==> config.mk <==
export PLATFORM = sky130hd
export DESIGN_NAME = li_encoder
export DESIGN_NICKNAME = d
export VERILOG_FILES = /design/src/rtl/li_pkg.sv /design/src/rtl/li_split.sv /design/src/rtl/li_encoder.sv
export SDC_FILE = /design/constraint.sdc
export NUM_CORES = 1
export LEC_CHECK = 0
export ABC_CLOCK_PERIOD_IN_PS = 1850
export BUFFER_PORTS_ARGS = -buffer_cell sky130_fd_sc_hd__buf_4
export CORE_ASPECT_RATIO = 1.2
export CORE_MARGIN = 10
export CORE_UTILIZATION = 54
export CTS_BUF_LIST = sky130_fd_sc_hd__clkbuf_4
export CTS_CLUSTER_SIZE = 30
export DETAILED_ROUTE_END_ITERATION = 12
export PLACE_DENSITY = 0.83
export SYNTH_ARGS = -nofsm -noshare
export SYNTH_HDL_FRONTEND = slang
export SYNTH_SLANG_ARGS = --single-unit
==> constraint.sdc <==
create_clock -name clk -period 1.85 [get_ports clk]
set_input_delay 0.0925 -clock clk [delete_from_list [all_inputs] [get_ports clk]]
set_output_delay 0.0925 -clock clk [all_outputs]
set_load 0.01 [all_outputs]
==> src/rtl/li_pkg.sv <==
// Shared RV32I encoding constants and load-immediate FSM states.
// Also holds the LUI/ADDI word builders used by the encoder.
package li_pkg;

  localparam logic [6:0] OP_LUI   = 7'b0110111;
  localparam logic [6:0] OP_OPIMM = 7'b0010011;
  localparam logic [2:0] F3_ADDI  = 3'b000;

  typedef enum logic [1:0] {
    ST_IDLE = 2'd0,
    ST_LUI  = 2'd1,
    ST_ADDI = 2'd2
  } li_state_e;

  function automatic logic [31:0] enc_lui(
    input logic [19:0] hi,
    input logic [4:0]  rd
  );
    return {hi, rd, OP_LUI};
  endfunction

  function automatic logic [31:0] enc_addi(
    input logic [11:0] lo,
    input logic [4:0]  rs1,
    input logic [4:0]  rd
  );
    return {lo, rs1, F3_ADDI, rd, OP_OPIMM};
  endfunction

endpackage

==> src/rtl/li_split.sv <==
// Splits a 32-bit constant into LUI/ADDI fields.
// hi is rounded so that the sign-extended lo restores the value.
module li_split (
  input  logic [31:0] i_value,
  output logic [19:0] o_hi,
  output logic [11:0] o_lo
);

  logic [31:0] w_round;

  assign w_round = i_value + 32'h0000_0800;
  assign o_hi    = w_round[31:12];
  assign o_lo    = i_value[11:0];

endmodule

==> src/rtl/li_encoder.sv <==
// Load-immediate encoder: turns a 32-bit constant and rd into
// one or two RV32I words (LUI and/or ADDI) over a valid/ready stream.
module li_encoder
  import li_pkg::*;
#(
  parameter bit ENABLE_SHORT = 1'b1
) (
  input  logic        clk,
  input  logic        rst_n,
  input  logic        in_valid,
  output logic        in_ready,
  input  logic [31:0] in_value,
  input  logic [4:0]  in_rd,
  output logic        out_valid,
  input  logic        out_ready,
  output logic [31:0] out_instr,
  output logic        out_last
);

  li_state_e   r_state;
  li_state_e   w_next;
  logic [31:0] r_value;
  logic [4:0]  r_rd;
  logic [31:0] r_instr;
  logic        r_last;

  logic [19:0] w_hi;
  logic [11:0] w_lo;
  logic        w_accept;
  logic        w_fire;
  logic        w_hi_zero;
  logic        w_lo_zero;
  logic [31:0] w_first_instr;
  logic        w_first_last;
  li_state_e   w_first_state;

  li_split u_split (
    .i_value (in_value),
    .o_hi    (w_hi),
    .o_lo    (w_lo)
  );

  assign in_ready  = (r_state == ST_IDLE);
  assign out_valid = (r_state != ST_IDLE);
  assign out_instr = r_instr;
  assign out_last  = r_last;
  assign w_accept  = in_valid & in_ready;
  assign w_fire    = out_valid & out_ready;

  // Mutually exclusive so the priority decoder below stays unique.
  assign w_hi_zero = ENABLE_SHORT & (w_hi == 20'd0);
  assign w_lo_zero = ENABLE_SHORT & ~w_hi_zero & (w_lo == 12'd0);

  always_comb begin
    w_first_instr = enc_lui(w_hi, in_rd);
    w_first_last  = 1'b0;
    w_first_state = ST_LUI;
    unique case (1'b1)
      w_hi_zero: begin
        w_first_instr = enc_addi(w_lo, 5'd0, in_rd);
        w_first_last  = 1'b1;
        w_first_state = ST_ADDI;
      end
      w_lo_zero: begin
        w_first_last  = 1'b1;
      end
      default: begin
        w_first_last  = 1'b0;
      end
    endcase
  end

  always_comb begin
    w_next = r_state;
    unique case (r_state)
      ST_IDLE: begin
        if (w_accept) w_next = w_first_state;
      end
      ST_LUI: begin
        if (w_fire) w_next = r_last ? ST_IDLE : ST_ADDI;
      end
      ST_ADDI: begin
        if (w_fire) w_next = ST_IDLE;
      end
      default: w_next = ST_IDLE;
    endcase
  end

  always_ff @(posedge clk or negedge rst_n) begin
    if (!rst_n) begin
      r_state <= ST_IDLE;
    end else begin
      r_state <= w_next;
    end
  end

  always_ff @(posedge clk or negedge rst_n) begin
    if (!rst_n) begin
      r_value <= 32'd0;
      r_rd    <= 5'd0;
      r_instr <= 32'd0;
      r_last  <= 1'b0;
    end else if (w_accept) begin
      r_value <= in_value;
      r_rd    <= in_rd;
      r_instr <= w_first_instr;
      r_last  <= w_first_last;
    end else if (w_fire && r_state == ST_LUI && !r_last) begin
      // Second word adds the low part onto the LUI result in rd.
      r_instr <= enc_addi(r_value[11:0], r_rd, r_rd);
      r_last  <= 1'b1;
    end
  end

endmodule

==> impl_metrics.xml, run 1 <==
<?xml version="1.0" encoding="UTF-8"?>
<metrics>
  <group name="worst_setup_path">
    <metric name="setup.worst_path.class" unit="">in2reg</metric>
    <metric name="worstReg2RegEnd" unit="">out_instr[26]$_DFFE_PN0P_</metric>
    <metric name="endpoint_kind" unit="">flop</metric>
    <metric name="cp_max_fo" unit="">9</metric>
    <metric name="worstPathCellList" unit="">buf_4, nand4_4, or4_4, o211a_1, a211o_1, nor4_4, buf_6, nand2_4, a22o_1</metric>
    <metric name="r2r_setup_slk" unit="ps">140</metric>
    <metric name="worst_r2r_startpoint" unit="">out_last$_DFFE_PN0P_</metric>
    <metric name="arrival" unit="ps">2090</metric>
    <metric name="cpPeakStageDelay" unit="ps">560</metric>
    <metric name="worstRegToRegCells" unit="">5</metric>
    <metric name="timing.critical_path.slowest_stage_cell" unit="">or4_4</metric>
    <metric name="critPathRequiredTime" unit="ps">2120</metric>
    <metric name="crit_path_start_kind" unit="">input port</metric>
  </group>
  <group name="min_path">
    <metric name="hold_start" unit="">out_ready</metric>
    <metric name="worst_hold_path.num_cells" unit="">3</metric>
    <metric name="worst_hold_path.endpoint" unit="">r_state[0]$_DFFE_PN0P_</metric>
    <metric name="worstHoldPathType" unit="">in2reg</metric>
  </group>
  <group name="layout">
    <metric name="final_common_cell" unit="">buf_4</metric>
    <metric name="utilization" unit="">0.7926</metric>
    <metric name="layout_common_cells" unit="">116 x buf_4, 70 x nand2_1, 47 x dfrtp_1</metric>
    <metric name="syn_to_final_growth" unit="%">42.59</metric>
    <metric name="final_cell_count_no_fill" unit="">493</metric>
    <metric name="final_area" unit="mm^2">0.003887</metric>
    <metric name="drive_above_1_share" unit="">0.3480</metric>
    <metric name="nets" unit="">472</metric>
  </group>
  <group name="clock_network">
    <metric name="clockRootBuffer" unit="">clkbuf_4</metric>
    <metric name="cts_max_level" unit="">2</metric>
    <metric name="clockBufferDepth" unit="">2</metric>
    <metric name="tritoncts.num_buffers" unit="">5</metric>
    <metric name="clock_sinks" unit="">47</metric>
    <metric name="tritoncts" unit="">done</metric>
    <metric name="clk-insertion-delay-late" unit="ps">370</metric>
    <metric name="cts.clk_slew.worst_paths" unit="ps">140</metric>
  </group>
  <group name="routing">
    <metric name="detail_routed_via_count_per_cell" unit="">5.763</metric>
    <metric name="wire_per_inst" unit="um">17.80</metric>
    <metric name="remaining_drc_errors" unit="">0</metric>
    <metric name="routed-via-count" unit="">2841</metric>
    <metric name="dr.pass1.iters" unit="">5</metric>
    <metric name="drt-initial-drc-count" unit="">285</metric>
    <metric name="antenna_left" unit="">0</metric>
    <metric name="totalWireLength" unit="um">8775</metric>
  </group>
  <group name="placed_design">
    <metric name="placement.cell_area" unit="mm^2">0.003626</metric>
    <metric name="placedCellCount" unit="">464</metric>
    <metric name="place.gp.congestion" unit="">0.9344</metric>
    <metric name="dpl.hpwl" unit="um">6614</metric>
    <metric name="placement.io_buffers" unit="">73</metric>
  </group>
  <group name="yosys">
    <metric name="synth-seq-area-share" unit="">0.4314</metric>
    <metric name="number_of_flops_mapped_to_enable_cells_by_yosys" unit="">0</metric>
    <metric name="synth.lib_cells_used.distinct" unit="">56</metric>
    <metric name="yosysWarnings" unit="">0</metric>
    <metric name="synth_cells" unit="">313</metric>
    <metric name="syn_avg_cell_area" unit="um^2">8.710</metric>
    <metric name="synth-seq-cells" unit="">47</metric>
    <metric name="synth_async_sr_flop_share" unit="">1.000</metric>
    <metric name="synth-main-ff-cell" unit="">dfrtp_1</metric>
    <metric name="syn_area" unit="mm^2">0.002726</metric>
  </group>
  <group name="timing">
    <metric name="number_of_max_slew_violations_in_the_final_report" unit="">0</metric>
    <metric name="worstMarginPinSlew" unit="ps">592.9</metric>
    <metric name="grt_setup_unrepaired" unit="">true</metric>
    <metric name="max_slew_margin_vs_limit" unit="">0.6047</metric>
    <metric name="fin_worst_skew" unit="ps">9.150</metric>
    <metric name="hold_violation_count_in_the_final_report" unit="">0</metric>
    <metric name="fmax" unit="GHz">0.5487</metric>
    <metric name="total_of_endpoints_with_negative_setup_slack_in_the_final_report" unit="">0</metric>
    <metric name="final_min_period_over_clock_period" unit="">0.9851</metric>
    <metric name="post-route-min-period" unit="ps">1823</metric>
  </group>
  <group name="global_route">
    <metric name="globalRouteTotalUtil" unit="">0.2032</metric>
    <metric name="largest_net_degree_at_the_start_of_global_routing" unit="">48</metric>
    <metric name="grt_antenna_before_repair" unit="">2</metric>
    <metric name="grt_remaining_overflow" unit="">0</metric>
    <metric name="wire_length_of_the_first_global_routing_pass" unit="um">14080</metric>
    <metric name="first_global_vias" unit="">2806</metric>
  </group>
  <group name="floorplanning">
    <metric name="core_region_area" unit="mm^2">0.004905</metric>
    <metric name="row_count" unit="">28</metric>
    <metric name="chipHeight" unit="um">97.84</metric>
    <metric name="ios" unit="">76</metric>
    <metric name="initial_core_util" unit="">0.5559</metric>
    <metric name="die_area" unit="mm^2">0.008303</metric>
    <metric name="chipWidth" unit="um">84.87</metric>
  </group>
  <group name="pwr">
    <metric name="pwr_density_cell" unit="mW/mm^2">1181</metric>
    <metric name="max-vdd-ir-drop" unit="mV">0.6751</metric>
    <metric name="total_leakage_power" unit="nW">1.817</metric>
  </group>
  <group name="flow_run">
    <metric name="maxCapViolations" unit="">0</metric>
  </group>
  <group name="status">
    <metric name="outcome" unit="">finished, final reports clean</metric>
  </group>
</metrics>
## logic make-up after synthesis
group / Yosys count / share of synthesized area
AND/OR/NAND/NOR: 146 / 0.2653
AO/OA/AOI/OAI: 59 / 0.1519
flip-flops: 47 / 0.4314
buffers and inverters: 31 / 0.05140
XOR/XNOR: 22 / 0.07067
multiplexers: 6 / 0.02340
adder cells (fa/ha/maj): 1 / 0.004589
other: 1 / 0.001375
## registers in the layout, indices dropped and copies added (netlist names)
register / flops
r_state: 2
r_value: 12
out_last: 1
r_rd: 5
out_instr: 27
## synthesized netlist by cell type (all sizes together) (4+ instances only)
cell / count / area share
buf: 12 / 0.025
nand3: 11 / 0.020
inv: 5 / 0.0069
xor2: 10 / 0.032
nand2: 71 / 0.10
clkbuf: 14 / 0.019
o22ai: 4 / 0.0092
xnor2: 12 / 0.039
dfrtp: 47 / 0.43
o21ai: 17 / 0.031
nand4: 7 / 0.022
nor2: 19 / 0.026
nor3: 12 / 0.024
nor4: 6 / 0.019
a31oi: 11 / 0.025
## critical path: cells and delay by family
kind | cells | cell delay [ps]
AO/OA/AOI/OAI | 3 | 620
buffers and inverters | 2 | 300
AND/OR/NAND/NOR | 4 | 1090
## area by class of cell
cell class,count,area [um^2]
diodes,2,5.005
clock buffers,5,37.54
clock inverters,3,18.77
fillers,366,1017
inverters,5,18.77
multi-input cells,236,1484
flip-flops and latches,47,1176
well taps,60,75.07
repair buffers,135,1072
## how the worst max path moves through the flow
stage | startpoint | endpoint | slack, ps | cells past startpoint
finish | in_value[13] | out_instr[5]$_DFFE_PN0P_ | 30 | 9
global route | in_value[13] | out_instr[5]$_DFFE_PN0P_ | -20 | 9
global placement | in_value[11] | out_instr[5]$_DFFE_PN0P_ | -260 | 10
floorplan | in_value[14] | out_instr[5]$_DFFE_PN0P_ | -170 | 8
detailed placement | in_value[11] | out_instr[5]$_DFFE_PN0P_ | -330 | 10
CTS | in_value[11] | out_instr[5]$_DFFE_PN0P_ | 60 | 10
## per-stage QoR
stage	power (mW)	TNS [ps]	hold WS (ps)	setup WS [ps]
floorplan	3.000	-1260	-203.1	-173.4
global placement	3.972	-2790	127.8	-261.7
detailed placement	4.066	-3965	134.0	-331.1
CTS	4.567	0	28.21	62.84
global route	4.899	-30.67	20.59	-24.22
finish	4.593	0	27.82	27.49
## power by group
part / total [mW] / internal, mW / leakage, nW / switching [mW]
sequential: 1.81 / 1.51 / 0.568 / 0.293
combinational: 2.29 / 1.08 / 1.21 / 1.21
clock: 0.495 / 0.149 / 0.0354 / 0.345
## what timing repair did
action | CTS | global route
endpoints found under the setup margin | 0 | 17
buffers inserted | 0 | 2
endpoints found under the hold margin | 68 | 0
gates resized for setup | 0 | 4
hold buffers | 17 | 0
## routing by layer
metal / share of wire / GRT usage / routed length (um) / vias to the layer above
li1: - / - / - / 1332
met1: 0.39 / 0.2411 / 3422 / 1351
met2: 0.52 / 0.3502 / 4544 / 142
met3: 0.070 / 0.03824 / 614 / 16
met4: 0.022 / 0.08122 / 194 / 0
met5: 0 / 0 / 0 / -
Power figures use the tool's default switching activity.
==> run 2, diff against run 1 <==
CELL_PAD_IN_SITES_DETAIL_PLACEMENT = 0   (was unset)
CELL_PAD_IN_SITES_GLOBAL_PLACEMENT = 1   (was unset)
CORE_UTILIZATION = 40   (was 54)
PLACE_DENSITY = 0.84   (was 0.83)
==> impl_metrics.xml, run 2 (same netlist as run 1, synthesis figures left out) <==
<?xml version="1.0" encoding="UTF-8"?>
<metrics>
  <group name="layout">
    <metric name="drive_above_1_share" unit="">0.3427</metric>
    <metric name="syn_to_final_growth" unit="%">43.92</metric>
    <metric name="nets" unit="">470</metric>
    <metric name="final_common_cell" unit="">buf_4</metric>
    <metric name="largest_register_ffs" unit="">27</metric>
    <metric name="diodes" unit="">0</metric>
    <metric name="layout_common_cells" unit="">114 x buf_4, 70 x nand2_1, 47 x dfrtp_1</metric>
  </group>
  <group name="routing">
    <metric name="remaining_drc_errors" unit="">0</metric>
    <metric name="routed-via-count" unit="">2678</metric>
    <metric name="antenna_left" unit="">0</metric>
    <metric name="totalWireLength" unit="um">8138</metric>
    <metric name="detail_routed_via_count_per_cell" unit="">5.210</metric>
    <metric name="wire_per_inst" unit="um">15.83</metric>
    <metric name="drt-initial-drc-count" unit="">183</metric>
    <metric name="dr.pass1.iters" unit="">4</metric>
  </group>
  <group name="timing">
    <metric name="number_of_max_slew_violations_in_the_final_report" unit="">0</metric>
    <metric name="fmax" unit="GHz">0.5982</metric>
    <metric name="hold_violation_count_in_the_final_report" unit="">0</metric>
    <metric name="grt_setup_unrepaired" unit="">false</metric>
    <metric name="fin_worst_skew" unit="ps">13.43</metric>
    <metric name="setup-tns-final" unit="ps">0</metric>
    <metric name="total_of_endpoints_with_negative_setup_slack_in_the_final_report" unit="">0</metric>
    <metric name="post-route-min-period" unit="ps">1672</metric>
    <metric name="max_slew_margin_vs_limit" unit="">0.6000</metric>
    <metric name="final_min_period_over_clock_period" unit="">0.9036</metric>
    <metric name="worstMarginPinSlew" unit="ps">599.9</metric>
    <metric name="post-route-worst-setup-slack" unit="ps">178.3</metric>
  </group>
  <group name="clock_network">
    <metric name="clockBufferDepth" unit="">2</metric>
    <metric name="tritoncts.num_buffers" unit="">5</metric>
    <metric name="clock_sinks" unit="">47</metric>
    <metric name="clockRootBuffer" unit="">clkbuf_4</metric>
    <metric name="cts.clk_slew.worst_paths" unit="ps">140</metric>
    <metric name="tritoncts" unit="">done</metric>
    <metric name="clk-insertion-delay-late" unit="ps">360</metric>
    <metric name="cts_max_level" unit="">2</metric>
  </group>
  <group name="flow_run">
    <metric name="maxCapViolations" unit="">0</metric>
  </group>
  <group name="status">
    <metric name="outcome" unit="">finished, final reports clean</metric>
  </group>
  <group name="worst_setup_path">
    <metric name="endpoint_kind" unit="">flop</metric>
    <metric name="crit_path_start_kind" unit="">input port</metric>
    <metric name="critPathRequiredTime" unit="ps">2120</metric>
    <metric name="setup.worst_path.class" unit="">in2reg</metric>
    <metric name="arrival" unit="ps">1950</metric>
    <metric name="cp_max_fo" unit="">9</metric>
  </group>
  <group name="global_route">
    <metric name="grt_antenna_before_repair" unit="">0</metric>
    <metric name="wire_length_of_the_first_global_routing_pass" unit="um">13350</metric>
    <metric name="globalRouteTotalUtil" unit="">0.1547</metric>
    <metric name="largest_net_degree_at_the_start_of_global_routing" unit="">48</metric>
    <metric name="grt_remaining_overflow" unit="">0</metric>
    <metric name="first_global_vias" unit="">2774</metric>
  </group>
  <group name="pwr">
    <metric name="totalPowerFinal" unit="mW">4.506</metric>
    <metric name="total_leakage_power" unit="nW">1.806</metric>
    <metric name="max-vdd-ir-drop" unit="mV">0.5843</metric>
    <metric name="pwr_density_cell" unit="mW/mm^2">1148</metric>
  </group>
  <group name="floorplanning">
    <metric name="row_count" unit="">32</metric>
    <metric name="die_area" unit="mm^2">0.01053</metric>
    <metric name="ios" unit="">76</metric>
    <metric name="chipWidth" unit="um">95.37</metric>
    <metric name="core_region_area" unit="mm^2">0.006526</metric>
    <metric name="initial_core_util" unit="">0.4178</metric>
    <metric name="chipHeight" unit="um">110.4</metric>
  </group>
  <group name="placed_design">
    <metric name="dpl.hpwl" unit="um">6290</metric>
    <metric name="place.gp.congestion" unit="">0.9085</metric>
    <metric name="placement.io_buffers" unit="">73</metric>
    <metric name="pre_cts_slack" unit="ps">-293.6</metric>
  </group>
  <group name="min_path">
    <metric name="worstHoldPathType" unit="">in2reg</metric>
  </group>
</metrics>
## run 2: changes by cell type in the layout (fill, tap and decap cells not counted), moves of 2 or more
cell	change
clkinv_1	+2
diode_2	-2
buf_4	-2
clkinv_2	-2
## run 2: through the flow
stage	instance area, um^2	util	hold WS (ps)	std cells
floorplan	2824	-	-203.1	314
global placement	3670	0.5623	133.5	489
detailed placement	3670	0.5623	135.9	489
CTS	3892	0.5964	17.02	514
global route	3924	0.6012	18.11	514
finish	3924	0.6012	16.76	514
## run 2: final timing paths
check / from / slack, ps / endpoint / cells after the start
min reg2reg: r_value[0]$_DFFE_PN0P_ / 480 / r_value[0]$_DFFE_PN0P_ / 2
max: in_value[11] / 180 / out_instr[5]$_DFFE_PN0P_ / 10
max in group asynchronous: rst_n / 1170 / out_instr[31]$_DFFE_PN0P_ / 2
max reg2reg: out_last$_DFFE_PN0P_ / 200 / out_instr[25]$_DFFE_PN0P_ / 5
min: out_ready / 20 / r_state[0]$_DFFE_PN0P_ / 3
min in group asynchronous: rst_n / 250 / r_rd[3]$_DFFE_PN0P_ / 2
## run 2: area by class of cell
cell class / instances / area (um^2)
Multi-Input combinational cell: 236 / 1504
Inverter: 5 / 18.77
Timing Repair Buffer: 133 / 1066
Clock buffer: 5 / 37.54
Sequential cell: 47 / 1176
Tap cell: 85 / 106.4
Clock inverter: 3 / 15.01
Fill cell: 590 / 2603
## run 2: power by group
| part | switching (mW) | total, mW | internal [mW] |
|---|---|---|---|
| combinational | 1.14 | 2.23 | 1.09 |
| clock | 0.333 | 0.473 | 0.140 |
| sequential | 0.292 | 1.81 | 1.51 |
| total | 1.76 | 4.51 | 2.74 |
## run 2: repair_timing
item	4_1_cts	5_1_grt
gates resized for setup	0	5
buffers inserted	0	0
hold buffers	17	0
setup endpoints to repair	0	13
endpoints found under the hold margin	68	0
## run 2: critical path: stages
cell       delay, ps
buf_4            140
ha_2             310
nor3_1           180
o21ai_0          120
o41ai_2           70
o2111ai_2        210
nor4_4           300
buf_4            200
nand2_4          110
a22o_1           220
## run 2: metal layers
metal / up-vias / routed length [um] / track usage
li1: 1327 / - / -
met1: 1254 / 3463 / 0.1936
met2: 79 / 3968 / 0.2506
met3: 18 / 488 / 0.03248
met4: 0 / 216 / 0.05876
met5: - / 0 / 0
